--- src/rtl/uart_xmt_if.sv ---
// uart_xmt_if: host-side byte handshake into the UART transmitter.
// data/valid driven by host (master), ready returned by uart_xmt (slave).
interface uart_xmt_if;
   logic [7:0] data;
   logic       valid;
   logic       ready;

   modport master (
      output data,
      output valid,
      input  ready
   );

   modport slave (
      input  data,
      input  valid,
      output ready
   );
endinterface

--- src/rtl/uart_xmt.sv ---
// uart_xmt: 8N1 UART transmitter (8E1 with UART_XMT_PARITY_EN), LSB first.
// Ports: clk, rst_n (async low), host (uart_xmt_if.slave: data/valid/ready),
//        txd_out (serial line, idle 1), busy (frame running or hold full).
// Optional: define UART_XMT_PARITY_EN to append an even-parity bit.
module uart_xmt #(
   parameter int WAIT_TIME = 868,
   parameter int STOP_BITS = 1
) (
   input  logic       clk,
   input  logic       rst_n,
   uart_xmt_if.slave  host,
   output logic       txd_out,
   output logic       busy
);

   localparam int CW = $clog2(WAIT_TIME + 1);
   localparam logic [CW-1:0] LAST = CW'(WAIT_TIME - 1);
   localparam logic [2:0] STOP_LAST = 3'(STOP_BITS - 1);

   localparam logic [2:0] IDLE   = 3'd0;
   localparam logic [2:0] START  = 3'd1;
   localparam logic [2:0] DATA   = 3'd2;
`ifdef UART_XMT_PARITY_EN
   localparam logic [2:0] PARITY = 3'd3;
`endif
   localparam logic [2:0] STOP   = 3'd4;

   logic [2:0]    state;
   logic [CW-1:0] cycle_cnt;
   logic [2:0]    idx;
   logic [7:0]    shift;
   logic [7:0]    hold;
   logic          hold_full;
   logic          bit_end;
   logic          accept;
   logic          load;
   logic          txd_n;

   assign host.ready = ~hold_full;
   assign accept     = host.valid & ~hold_full;
   assign bit_end    = (cycle_cnt == LAST);

   // Hold moves to the shift register either from IDLE or at the very
   // end of the stop period, so queued bytes follow with no idle gap.
   assign load = hold_full &
                 ((state == IDLE) |
                  ((state == STOP) & bit_end & (idx == STOP_LAST)));

   always_ff @(posedge clk or negedge rst_n) begin
      if (!rst_n) begin
         state     <= IDLE;
         cycle_cnt <= '0;
         idx       <= '0;
         shift     <= '0;
         hold      <= '0;
         hold_full <= 1'b0;
      end else begin
         if (accept)
            hold <= host.data;
         hold_full <= accept | (hold_full & ~load);
         if (load)
            shift <= hold;

         unique case (state)
            IDLE: begin
               cycle_cnt <= '0;
               idx       <= '0;
               if (hold_full)
                  state <= START;
            end
            START: begin
               if (bit_end) begin
                  cycle_cnt <= '0;
                  idx       <= '0;
                  state     <= DATA;
               end else begin
                  cycle_cnt <= cycle_cnt + CW'(1);
               end
            end
            DATA: begin
               if (bit_end) begin
                  cycle_cnt <= '0;
                  if (idx == 3'd7) begin
                     idx <= '0;
`ifdef UART_XMT_PARITY_EN
                     state <= PARITY;
`else
                     state <= STOP;
`endif
                  end else begin
                     idx <= idx + 3'd1;
                  end
               end else begin
                  cycle_cnt <= cycle_cnt + CW'(1);
               end
            end
`ifdef UART_XMT_PARITY_EN
            PARITY: begin
               if (bit_end) begin
                  cycle_cnt <= '0;
                  idx       <= '0;
                  state     <= STOP;
               end else begin
                  cycle_cnt <= cycle_cnt + CW'(1);
               end
            end
`endif
            STOP: begin
               if (bit_end) begin
                  cycle_cnt <= '0;
                  if (idx == STOP_LAST) begin
                     idx   <= '0;
                     state <= hold_full ? START : IDLE;
                  end else begin
                     idx <= idx + 3'd1;
                  end
               end else begin
                  cycle_cnt <= cycle_cnt + CW'(1);
               end
            end
            default: state <= IDLE;
         endcase
      end
   end

   // Line level implied by the current state; registered below so the
   // pin never sees a combinational path.
   always_comb begin
      txd_n = 1'b1;
      unique case (state)
         START:  txd_n = 1'b0;
         DATA:   txd_n = shift[idx];
`ifdef UART_XMT_PARITY_EN
         PARITY: txd_n = ^shift;
`endif
         default: txd_n = 1'b1;
      endcase
   end

   // busy is registered alongside txd_out so it drops exactly when the
   // last stop bit leaves the line.
   always_ff @(posedge clk or negedge rst_n) begin
      if (!rst_n) begin
         txd_out <= 1'b1;
         busy    <= 1'b0;
      end else begin
         txd_out <= txd_n;
         busy    <= (state != IDLE) | hold_full;
      end
   end

endmodule

--- src/flat_wrapper.sv ---
// flat-port wrapper written by rule: the top's interface ports become plain ports
module uart_xmt_flat 
#(
   parameter int WAIT_TIME = 868,
   parameter int STOP_BITS = 1
)
  (clk, rst_n, txd_out, busy, host_data, host_valid, host_ready);
  uart_xmt_if host_i ();
  input  logic clk;
  input  logic rst_n;
  output logic txd_out;
  output logic busy;
  input wire logic [$bits(host_i.data)-1:0] host_data;
  input wire logic [$bits(host_i.valid)-1:0] host_valid;
  output wire logic [$bits(host_i.ready)-1:0] host_ready;
  assign host_i.data = host_data;
  assign host_i.valid = host_valid;
  assign host_ready = host_i.ready;
  uart_xmt #(.WAIT_TIME(WAIT_TIME), .STOP_BITS(STOP_BITS)) u_core (.clk(clk), .rst_n(rst_n), .host(host_i), .txd_out(txd_out), .busy(busy));
endmodule
--- config.mk ---
export PLATFORM = sky130hd
export DESIGN_NAME = uart_xmt_flat
export DESIGN_NICKNAME = d
export VERILOG_FILES = /design/src/rtl/uart_xmt_if.sv /design/src/rtl/uart_xmt.sv /design/src/flat_wrapper.sv
export SDC_FILE = /design/constraint.sdc
export NUM_CORES = 1
export LEC_CHECK = 0
export ABC_AREA = 1
export BUFFER_PORTS_ARGS = -buffer_cell sky130_fd_sc_hd__buf_2
export CORE_MARGIN = 2
export CORE_UTILIZATION = 55
export DETAILED_ROUTE_END_ITERATION = 10
export PLACE_DENSITY = 0.73
export RECOVER_POWER = 50
export SYNTH_ARGS = -nofsm -noshare
export SYNTH_HDL_FRONTEND = slang
export SYNTH_SLANG_ARGS = --single-unit
--- constraint.sdc ---
create_clock -name clk -period 3.05 [get_ports clk]
set_input_delay 0.7625 -clock clk [delete_from_list [all_inputs] [get_ports clk]]
set_output_delay 0.7625 -clock clk [all_outputs]
set_load 0.005 [all_outputs]
==> impl_metrics.tcl <==
set metrics [dict create \
    synthTopCellsByArea "dfrtp_1 47%, nand2_1 12%, nand3_1 6.3%" \
    synth_top_family_by_area "simple AND/OR/NAND/NOR gates" \
    ys_seq_area_share_pct 48.28 \
    layout_min_cycle_time_ns 1.953 \
    setup_viol 0 \
    synth.largest_area_cell "dfrtp_1" \
    cell_internal_pwr_mw 0.6448 \
    period_share_pct 64.03 \
    fmax_ghz 0.5120 \
    cp.required_ns 2.29 \
    holdBufCountCts 0 \
    post_cts_resized 0 \
    n_antenna_cell 0 \
    synth_top_area_share_pct 46.83 \
    synth_compound_area_share_pct 4.614 \
    rsz0062_at_grt "false" \
    die_y_um 61.48 \
    cts_tree "built" \
    synth_area_sq_um 1817 \
    area_growth_pct 8.746 \
    min_from "u_core.shift[5]" \
    async_reset_ff_share_pct 100.0 \
    outcome "finished, violations left" \
    reg2reg_depth 9 \
    synthCells 213 \
    whs_ns 0.4882 \
    h-tree-depth 2 \
    numCtsBuffers 5 \
    synth_fa_ha_area_share_pct 2.755 \
    finalNetCount 246 \
    ys_warn_count 0 \
    clockBufferDepth 2 \
    grt_pass1_vias 1434 \
    io_buffer_count 13 \
    finalClockSkew_ns 0.01086 \
    min_path_type "reg -> reg" \
    clockPowerShare_pct 30.5 \
    drv_slew 36 \
    worst_pin_slew_ns 1.775 \
    swShare_pct 23.26 \
    cts_sinks 35 \
    arrival_ns 1.19 \
    seqPwrFrac_pct 62.7 \
    critPathKind "reg -> out" \
    timing.slew.headroom_pct -18.30 \
    drive_above_1_share_pct 18.18 \
    wirelength_um 3435 \
    cts_root_buf "clkbuf_4" \
    grt_pass1_wl_um 6030 \
    drc 0 \
    synth_common_cells "60 x nand2_1, 34 x dfrtp_1, 23 x nand3_1" \
    finalSetupTns_ns 0 \
    vias 1420 \
    syn-num-nets 228 \
    hold_violations 0 \
    crit_fanout 10 \
    post-cts-setup-buffer-count 0 \
    end_kind "output pin" \
    start_util_pct 58.55 \
    rows 20 \
    dr.first_iter.drc_count 68 \
    grt_use_total_pct 21.95 \
    core_area_sq_um 3103 \
    violations "capacitance limit, slew limit" \
    ioPinCount 14 \
    r2r_start "u_core.idx[0]" \
    ir_drop_uv 425.3 \
    holdPathEnd "u_core.shift[5]" \
    avgSynthCellArea_sq_um 8.529 \
    worst_hold_path.num_cells 2 \
    synthMuxAreaShare_pct 4.959 \
    path_clk_slew_ns 0.10 \
    gp_congestion 0.8150 \
    yosys.area_share.simple_pct 32.85 \
    switching_power_mw 0.1955 \
    rrSetupSlack_ns 1.40 \
    grt_overflow 0 \
    critPathLaunchType "flop" \
    insertion_delay_ns 0.34 \
    yosysMostFrequentCell "nand2_1" \
    synth_cell_types 23 \
    synthXorXnorAreaFrac_pct 0.4821 \
    ant_nets 0 \
    ys.flop_type "dfrtp_1" \
    grt_max_degree 36 \
    grt_antenna_before_repair 0 \
    ys_ff_latch 35 \
    die_x_um 61.48 \
    power.density_nw_per_um2 425.3 \
    vias_per_cell 5.164 \
    combPwrFrac_pct 6.7 \
    drt_pre_antenna_iters 5 \
    cap_violations 1 \
    dieArea_sq_um 3779 \
    synth-edff-count 0 \
    wl_per_cell_um 12.49 \
    p_leak_nw 1.030 \
    worstReg2RegEnd "u_core.shift[0]" \
    dp_hpwl_um 2609 \
]
==> layout by cell type, fill, tap and decap left out <==
| master | n |
|---|---|
| a21oi_1 | 2 |
| buf_2 | 12 |
| clkbuf_1 | 1 |
| clkbuf_4 | 5 |
| clkbuf_8 | 1 |
| clkinv_2 | 1 |
| dfrtp_1 | 34 |
| dfstp_2 | 1 |
| ha_1 | 4 |
| inv_1 | 22 |
| inv_2 | 3 |
| mux2_2 | 8 |
| nand2_1 | 60 |
| nand2_2 | 2 |
| nand2_4 | 4 |
| nand3_1 | 23 |
| nand3_4 | 4 |
| nand4_1 | 6 |
| nor2_1 | 20 |
| nor2_2 | 1 |
| nor3_1 | 2 |
| o211ai_1 | 1 |
| o21ai_0 | 9 |
| o21ai_1 | 3 |
| o22ai_1 | 1 |
| xor2_1 | 1 |
==> power by group through the flow <==
stage	Sequential (mW)	Clock (mW)	Combinational [mW]
floorplan	0.526	0	0.0421
global route	0.534	0.281	0.0634
CTS	0.528	0.260	0.0589
global placement	0.535	0	0.0557
detailed placement	0.538	0	0.0589
finish	0.527	0.257	0.0566
==> flip-flops by register name (all words and copies together), names as in the netlist <==
| signal | cells |
|---|---|
| u_core.idx | 3 |
| u_core.cycle_cnt | 10 |
| u_core.shift | 8 |
| u_core.state | 3 |
| u_core.hold_full | 1 |
| u_core.busy | 1 |
| u_core.txd_out | 1 |
| u_core.hold | 8 |
==> metrics by stage <==
step                      utilization (%)  setup slack [ns]  total power [mW]  instances  instance area [sq um]
after detailed placement            61.90             1.435            0.5964        268                   1921
final                               63.67             1.097            0.8403        275                   1976
after floorplan                         -             1.668            0.5682        213                   1817
after CTS                           63.71             1.088            0.8472        275                   1977
after global routing                63.67            0.7808            0.8786        275                   1976
after global placement              61.90             1.494            0.5911        268                   1921
==> cell families (layout without fill, tap and decap cells) <==
group | Yosys count | count (layout)
AOI/OAI and AO/OA | 16 | 16
xor gates and xnor gates | 1 | 1
adders and majority gates | 4 | 4
buffers and inverters | 27 | 45
DFF | 35 | 35
muxes | 8 | 8
and+or+nand+nor | 122 | 122
==> critical path, cell delays in order, from the launching register on <==
cell     delay [ns]
dfrtp_1        0.54
inv_1          0.16
buf_2          0.16
==> cell type report <==
class | instances | area (sq um)
fillers | 281 | 1127
repair buffers | 13 | 63.81
well taps | 44 | 55.05
clock inverters | 1 | 5.005
multi-input cells | 151 | 829.5
inverters | 25 | 93.84
flip-flops and latches | 35 | 877.1
clock buffers | 6 | 51.30
==> worst max-delay path by stage <==
stage | from | end | slack (ns) | cells after the start
floorplan | u_core.hold_full | host_ready | 1.67 | 2
global placement | u_core.hold_full | host_ready | 1.49 | 2
detailed placement | u_core.idx[0] | u_core.shift[0] | 1.44 | 9
CTS | u_core.hold_full | host_ready | 1.09 | 2
global route | rst_n | u_core.cycle_cnt[7] | 0.78 | 1
finish | u_core.hold_full | host_ready | 1.10 | 2
==> per-layer routing <==
layer  routed length, um  global-route usage [%]
met5                   0                       0
met4                  63                   7.295
met3                 135                   5.672
met2                1699                   37.23
met1                1536                   27.43
Power figures use the tool's default switching activity.
